[src/rtl/lcd_text_ctrl.sv]
`timescale 1ns/1ps
`default_nettype none
// ============================================================================
// Module   : lcd_text_ctrl
// Purpose  : HD44780 character-LCD controller. Runs the power-on init
//            sequence itself, then accepts one operation per valid/ready
//            handshake (char, clear, goto, raw instruction), tracks the
//            cursor and drives the panel pins with internally timed E pulses.
// Revision : 1.0 - initial release
// ----------------------------------------------------------------------------
// Ports
//   CLK        in   system clock, rising edge
//   RST_N      in   asynchronous active-low reset
//   cmd_valid  in   operation request
//   cmd_ready  out  high in IDLE only
//   cmd_op     in   0 char, 1 clear, 2 goto, 3 raw instruction
//   cmd_data   in   character code (op 0) or instruction byte (op 3)
//   cmd_row    in   goto row
//   cmd_col    in   goto column
//   LCD_D      out  panel data bus (D7..D4 when BUS_WIDTH = 4)
//   LCD_RS     out  0 instruction, 1 data
//   LCD_E      out  enable strobe
//   init_done  out  high once the init sequence has completed
//   cur_row    out  cursor row
//   cur_col    out  cursor column
// Optional feature macro
//   LCD_AUTOWRAP_EN : after a char at the last column, append a set-DDRAM
//                     transfer to (next row, col 0) in the same busy period.
// ============================================================================
module lcd_text_ctrl #(
   parameter int CLK_FREQ_HZ = 50000000,
   parameter int BUS_WIDTH   = 4,
   parameter int COLS        = 16,
   parameter int ROWS        = 2
) (
   input  logic                 CLK,
   input  logic                 RST_N,
   input  logic                 cmd_valid,
   output logic                 cmd_ready,
   input  logic [1:0]           cmd_op,
   input  logic [7:0]           cmd_data,
   input  logic [1:0]           cmd_row,
   input  logic [5:0]           cmd_col,
   output logic [BUS_WIDTH-1:0] LCD_D,
   output logic                 LCD_RS,
   output logic                 LCD_E,
   output logic                 init_done,
   output logic [1:0]           cur_row,
   output logic [5:0]           cur_col
);

   localparam int T1US  = (CLK_FREQ_HZ / 1000000 < 1) ? 1 : CLK_FREQ_HZ / 1000000;
   localparam int CNT_W = $clog2(15000 * T1US + 1);

   // 4-bit mode has one extra single-nibble step (0x2) that switches to DL = 0.
   localparam logic [3:0] C_LAST_IDX = (BUS_WIDTH == 4) ? 4'd8 : 4'd7;
   localparam logic [7:0] C_FSET     = 8'h20 | ((BUS_WIDTH == 8) ? 8'h10 : 8'h00)
                                             | ((ROWS > 1)       ? 8'h08 : 8'h00);
   localparam logic [1:0] C_ROW_MAX  = 2'(ROWS - 1);
   localparam logic [5:0] C_COL_MAX  = 6'(COLS - 1);

   typedef enum logic [2:0] {
      S_PWR_WAIT = 3'd0,
      S_INIT     = 3'd1,
      S_IDLE     = 3'd2,
      S_SETUP    = 3'd3,
      S_E_HI     = 3'd4,
      S_E_LO     = 3'd5,
      S_WAIT     = 3'd6
   } state_t;

   function automatic logic [CNT_W-1:0] us_to_cnt(input int us);
      return CNT_W'(us * T1US - 1);
   endfunction

   localparam logic [CNT_W-1:0] C_CNT_1US = CNT_W'(T1US - 1);

   // Clear and home need the long execution time; everything else is short.
   function automatic logic [CNT_W-1:0] exec_cnt(input logic [7:0] b, input logic rs);
      if (!rs && (b == 8'h01 || b == 8'h02 || b == 8'h03))
         return us_to_cnt(3000);
      return us_to_cnt(53);
   endfunction

   // 8-bit mode skips the 4-bit table entry 3 (the lone 0x2 nibble), so its
   // fourth step lands directly on the function-set byte.
   function automatic logic [7:0] init_byte(input logic [3:0] idx);
      logic [3:0] t;
      t = (BUS_WIDTH == 8 && idx >= 4'd3) ? idx + 4'd1 : idx;
      case (t)
         4'd0, 4'd1, 4'd2: return 8'h30;
         4'd3:             return 8'h20;
         4'd4:             return C_FSET;
         4'd5:             return 8'h08;
         4'd6:             return 8'h01;
         4'd7:             return 8'h06;
         default:          return 8'h0C;
      endcase
   endfunction

   function automatic logic [CNT_W-1:0] init_wait_cnt(input logic [3:0] idx, input logic [7:0] b);
      if (idx == 4'd0) return us_to_cnt(4100);
      if (idx < 4'd4)  return us_to_cnt(100);
      return exec_cnt(b, 1'b0);
   endfunction

   function automatic logic [7:0] row_offset(input logic [1:0] r);
      case (r)
         2'd0:    return 8'h00;
         2'd1:    return 8'h40;
         2'd2:    return 8'h14;
         default: return 8'h54;
      endcase
   endfunction

   state_t           state_q, state_d;
   logic [CNT_W-1:0] cnt_q, cnt_d;
   logic [7:0]       byte_q, byte_d;
   logic             rs_q, rs_d;
   logic             nib_q, nib_d;       // 1 while sending the low nibble
   logic             single_q, single_d; // init step that is one nibble only
   logic [3:0]       idx_q, idx_d;
   logic             done_q, done_d;
   logic [1:0]       row_q, row_d;
   logic [5:0]       col_q, col_d;
   logic             wrap_q, wrap_d;     // set-DDRAM transfer still owed

   logic [1:0]       goto_row;
   logic [5:0]       goto_col;

   always_comb begin
      goto_row = (cmd_row > C_ROW_MAX) ? C_ROW_MAX : cmd_row;
      goto_col = (cmd_col > C_COL_MAX) ? C_COL_MAX : cmd_col;
   end

   always_comb begin
      state_d  = state_q;
      cnt_d    = cnt_q;
      byte_d   = byte_q;
      rs_d     = rs_q;
      nib_d    = nib_q;
      single_d = single_q;
      idx_d    = idx_q;
      done_d   = done_q;
      row_d    = row_q;
      col_d    = col_q;
      wrap_d   = wrap_q;

      case (state_q)
         S_PWR_WAIT: begin
            if (cnt_q == '0) begin
               // Go straight into the first init beat so E rises one
               // microsecond after the power-on wait expires.
               idx_d    = 4'd0;
               byte_d   = init_byte(4'd0);
               rs_d     = 1'b0;
               nib_d    = 1'b0;
               single_d = (BUS_WIDTH == 4);
               cnt_d    = C_CNT_1US;
               state_d  = S_SETUP;
            end else begin
               cnt_d = cnt_q - CNT_W'(1);
            end
         end

         S_INIT: begin
            byte_d   = init_byte(idx_q);
            rs_d     = 1'b0;
            nib_d    = 1'b0;
            single_d = (BUS_WIDTH == 4) && (idx_q < 4'd4);
            cnt_d    = C_CNT_1US;
            state_d  = S_SETUP;
         end

         S_IDLE: begin
            if (cmd_valid) begin
               rs_d     = 1'b0;
               nib_d    = 1'b0;
               single_d = 1'b0;
               cnt_d    = C_CNT_1US;
               state_d  = S_SETUP;
               case (cmd_op)
                  2'd0: begin
                     byte_d = cmd_data;
                     rs_d   = 1'b1;
`ifdef LCD_AUTOWRAP_EN
                     if (col_q == C_COL_MAX) begin
                        wrap_d = 1'b1;
                        row_d  = (row_q >= C_ROW_MAX) ? 2'd0 : row_q + 2'd1;
                        col_d  = 6'd0;
                     end else begin
                        col_d = col_q + 6'd1;
                     end
`else
                     if (col_q != C_COL_MAX)
                        col_d = col_q + 6'd1;
`endif
                  end
                  2'd1: begin
                     byte_d = 8'h01;
                     row_d  = 2'd0;
                     col_d  = 6'd0;
                  end
                  2'd2: begin
                     byte_d = 8'h80 | (row_offset(goto_row) + {2'b00, goto_col});
                     row_d  = goto_row;
                     col_d  = goto_col;
                  end
                  default: begin
                     byte_d = cmd_data;
                  end
               endcase
            end
         end

         S_SETUP: begin
            if (cnt_q == '0) begin
               cnt_d   = C_CNT_1US;
               state_d = S_E_HI;
            end else begin
               cnt_d = cnt_q - CNT_W'(1);
            end
         end

         S_E_HI: begin
            if (cnt_q == '0) begin
               cnt_d   = C_CNT_1US;
               state_d = S_E_LO;
            end else begin
               cnt_d = cnt_q - CNT_W'(1);
            end
         end

         S_E_LO: begin
            if (cnt_q == '0) begin
               if (BUS_WIDTH == 4 && !single_q && !nib_q) begin
                  nib_d   = 1'b1;
                  cnt_d   = C_CNT_1US;
                  state_d = S_SETUP;
               end else begin
                  cnt_d   = done_q ? exec_cnt(byte_q, rs_q) : init_wait_cnt(idx_q, byte_q);
                  state_d = S_WAIT;
               end
            end else begin
               cnt_d = cnt_q - CNT_W'(1);
            end
         end

         S_WAIT: begin
            if (cnt_q == '0) begin
               if (!done_q) begin
                  if (idx_q == C_LAST_IDX) begin
                     done_d  = 1'b1;
                     state_d = S_IDLE;
                  end else begin
                     idx_d   = idx_q + 4'd1;
                     state_d = S_INIT;
                  end
               end else if (wrap_q) begin
                  // Cursor already points at (new row, 0).
                  wrap_d   = 1'b0;
                  byte_d   = 8'h80 | row_offset(row_q);
                  rs_d     = 1'b0;
                  nib_d    = 1'b0;
                  single_d = 1'b0;
                  cnt_d    = C_CNT_1US;
                  state_d  = S_SETUP;
               end else begin
                  state_d = S_IDLE;
               end
            end else begin
               cnt_d = cnt_q - CNT_W'(1);
            end
         end

         default: begin
            state_d = S_PWR_WAIT;
            cnt_d   = us_to_cnt(15000);
         end
      endcase
   end

   always_ff @(posedge CLK or negedge RST_N) begin
      if (!RST_N) begin
         state_q  <= S_PWR_WAIT;
         cnt_q    <= us_to_cnt(15000);
         byte_q   <= 8'h00;
         rs_q     <= 1'b0;
         nib_q    <= 1'b0;
         single_q <= 1'b0;
         idx_q    <= 4'd0;
         done_q   <= 1'b0;
         row_q    <= 2'd0;
         col_q    <= 6'd0;
         wrap_q   <= 1'b0;
      end else begin
         state_q  <= state_d;
         cnt_q    <= cnt_d;
         byte_q   <= byte_d;
         rs_q     <= rs_d;
         nib_q    <= nib_d;
         single_q <= single_d;
         idx_q    <= idx_d;
         done_q   <= done_d;
         row_q    <= row_d;
         col_q    <= col_d;
         wrap_q   <= wrap_d;
      end
   end

   generate
      if (BUS_WIDTH == 8) begin : g_bus8
         assign LCD_D = BUS_WIDTH'(byte_q);
      end else begin : g_bus4
         assign LCD_D = BUS_WIDTH'(nib_q ? byte_q[3:0] : byte_q[7:4]);
      end
   endgenerate

   // E decodes straight from the state register so reset drops it at once.
   assign LCD_E     = (state_q == S_E_HI);
   assign LCD_RS    = rs_q;
   assign cmd_ready = (state_q == S_IDLE);
   assign init_done = done_q;
   assign cur_row   = row_q;
   assign cur_col   = col_q;

endmodule
`default_nettype wire

[config.mk]
export PLATFORM = sky130hd
export DESIGN_NAME = lcd_text_ctrl
export DESIGN_NICKNAME = d
export VERILOG_FILES = /design/src/rtl/lcd_text_ctrl.sv
export SDC_FILE = /design/constraint.sdc
export NUM_CORES = 1
export LEC_CHECK = 0
export ABC_AREA = 0
export BUFFER_PORTS_ARGS = -buffer_cell sky130_fd_sc_hd__buf_2
export CAP_MARGIN = 30
export CORE_MARGIN = 5
export CORE_UTILIZATION = 30
export DETAILED_ROUTE_END_ITERATION = 8
export SLEW_MARGIN = 15
export SYNTH_ARGS = -nofsm -noshare
export SYNTH_HDL_FRONTEND = slang
export SYNTH_SLANG_ARGS = --single-unit
[constraint.sdc]
create_clock -name CLK -period 5.35 [get_ports CLK]
set_input_delay 0.8025 -clock CLK [delete_from_list [all_inputs] [get_ports CLK]]
set_output_delay 0.8025 -clock CLK [all_outputs]
set_load 0.01 [all_outputs]
==> flow_summary.yaml <==
run_status:
  outcome: "finished, final reports clean"
floorplan:
  die_w_um: 118.1
  start_util_pct: 30.71
  ios: 37
  row_count: 39
  dieArea_sq_um: 13950
  core_sq_um: 11420
  dieHeight_um: 118.1
synthesis:
  synth_warnings: 0
  mappedNetlistArea_sq_um: 3507
  synth-seq-area-share_pct: 34.00
  synth_ff_type: "dfrtp_1"
  ys_types: 65
  ys_ff_latch: 47
  synth_edf_count: 0
  netlist_instances: 445
  async_flop_share_pct: 100.0
  avgSynthCellArea_sq_um: 7.881
clock_network:
  cts_resized: 0
  cts_buffer_depth: 2
  cts_sinks: 47
  clk-insertion-delay-late_ns: 0.30
  h-tree-depth: 2
  cts_setup_buffers: 0
  cts_buffers: 5
  hold_buffers: 0
  cts_root_buf: "clkbuf_16"
  clkTransAtPathRegs_ns: 0.07
  cts_tree: "built"
drt:
  drtIter0Drc: 234
  wire_per_inst_um: 15.86
  route.detailed.drc: 0
  drt_pre_antenna_iters: 4
  via_per_inst: 5.517
  drtAntennaViolNets: 0
  wl_um: 9689
  num_vias: 3371
final_layout:
  drive_gt1_share_pct: 15.60
  nets: 503
  fillers: 1232
  final_util_pct: 34.40
  final_cell_area_sq_um: 3928
  antenna_cells: 0
  mostFrequentLayoutCells: "53 x nand2_1, 53 x o21ai_0, 46 x nor2_1"
  area_growth_pct: 11.99
timing:
  setup_viol: 0
  finalMaxSlewViolations: 0
  fmax_mhz: 312.1
  fin_skew_ns: 0.007711
  maxSlewHeadroom_pct: 39.00
  fin_crit_sh_pct: 59.89
  fin_ws_ns: 2.146
  finalSetupTns_ns: 0
  hold_viol: 0
  tightestPinTransition_ns: 0.9116
  rsz0062_at_grt: "no"
  fin_crit_ns: 3.204
power_and_ir_drop:
  p_clk_share_pct: 46.4
  p_sw_uw: 165.5
  ir_drop_mv: 0.09368
  pwr-share-comb_pct: 5.2
  p_leak_nw: 1.716
  pwr-share-seq_pct: 48.5
  power.internal_uw: 568.7
  power.density_nw_per_um2: 186.9
  swShare_pct: 22.54
  total_power_uw: 734.2
global_routing:
  use_met3_pct: 3.027
  grt_pass1_vias: 3235
  grt-ovfl-total: 0
  gr-usage-met2_pct: 21.55
  grt_use_total_pct: 13.97
  top_usage_layer: "met2"
  met1_usage_pct: 20.20
  grt_pass1_wl_um: 16550
  grt_max_degree: 48
  antenna_found_initial: 0
setup_path:
  critical_path_required_ns: 5.58
  critPathArrivalTime_ns: 3.44
  path_max_fanout: 28
  reg2reg_depth: 9
  end_kind: "register"
  start_kind: "register"
  path_class: "reg2reg"
job:
  drv_cap: 0
hold_path:
  hp-class: "reg2reg"
  hold_depth: 1
placement:
  portBuffers: 36
  gp_congestion: 0.8769
  dpl-instance-area_sq_um: 3762
  hpwlAfterDp_um: 7175
  place_ws_ns: 2.176
[registers in the layout (all words and copies together), names as in the netlist]
| register | count |
|---|---|
| byte_q | 8 |
| init_done | 1 |
| single_q | 1 |
| idx_q | 4 |
| state_q | 3 |
| cur_row | 2 |
| cnt_q | 20 |
| LCD_RS | 1 |
| nib_q | 1 |
| cur_col | 6 |
[worst max-delay path, cell delays in order, from the launching register on]
cell and delay, ns:
dfrtp_1 0.93, nor2b_1 0.25, nand2_1 0.25, clkinv_1 0.30
a31oi_1 0.41, o31ai_1 0.13, buf_4 0.21, or4_1 0.40
o21ai_0 0.09, a32o_1 0.19
[cell usage after synthesis (4+ instances only)]
library cell / count / area (sq um)
or4_1: 4 / 30.03
a31oi_1: 11 / 68.82
dfrtp_1: 34 / 850.8
inv_1: 17 / 63.81
buf_2: 5 / 25.02
clkbuf_1: 14 / 52.55
nand2b_1: 4 / 25.02
o211ai_1: 7 / 52.55
and2_1: 4 / 25.02
nor2_1: 46 / 172.7
and3_1: 5 / 31.28
ha_1: 15 / 187.7
nand3_1: 17 / 85.08
dfstp_2: 13 / 341.6
a21oi_1: 31 / 155.2
nand2_1: 53 / 198.9
nor4_1: 5 / 31.28
or3_1: 5 / 31.28
nor3_1: 17 / 85.08
o31ai_1: 10 / 75.07
o21ai_0: 53 / 265.3
[power groups by stage]
stage	combinational (mW)	sequential (mW)	clock, mW
6_report	0.0382	0.356	0.340
5_1_grt	0.0440	0.355	0.362
3_3_place_gp	0.0380	0.362	0
4_1_cts	0.0384	0.356	0.345
2_1_floorplan	0.0177	0.362	0
3_5_place_dp	0.0384	0.362	0
[metal layers]
metal / part of all wire, % / vias up / wire, um
met5: 0 / - / 0
met4: 0.70 / 0 / 68
met3: 6.5 / 6 / 630
met2: 45 / 93 / 4387
met1: 47 / 1597 / 4602
li1: - / 1675 / -
[worst paths after layout]
kind | from | end | slack, ns
max | state_q[2] | cnt_q[11] | 2.15
min | cur_row[1] | cur_row[1] | 0.49
max reg2reg | state_q[2] | cnt_q[11] | 2.15
min reg2reg | cur_row[1] | cur_row[1] | 0.49
max in group asynchronous | RST_N | LCD_RS | 4.34
min in group asynchronous | RST_N | cnt_q[4] | 0.60
[per-stage QoR]
stage	instances	hold WS, ns
after floorplan	447	0.4578
after global placement	603	0.4705
after detailed placement	603	0.4704
after CTS	611	0.4899
after global routing	611	0.5388
final	611	0.4894
[final cells by class]
cell class / count / area, sq um / share of cell area [%]
multi-input combinational: 357 / 2133 / 54.32
sequential: 47 / 1192 / 30.36
timing repair buffer: 38 / 195.2 / 4.970
tap: 143 / 178.9 / 4.556
inverter: 18 / 67.56 / 1.720
clock buffer: 7 / 152.6 / 3.887
clock inverter: 1 / 7.507 / 0.1911
[logic make-up (layout without fill, tap and decap cells)]
group	count (synthesis)	after routing	synth area share, %
muxes	6	6	1.819
DFF	47	47	34.00
buffers and inverters	43	64	5.530
AOI/OAI and AO/OA	147	147	25.83
and+or+nand+nor	184	184	26.79
xor gates and xnor gates	1	1	0.2498
other	1	3	0.1069
adders and majority gates	16	16	5.672
Power figures use the tool's default switching activity.
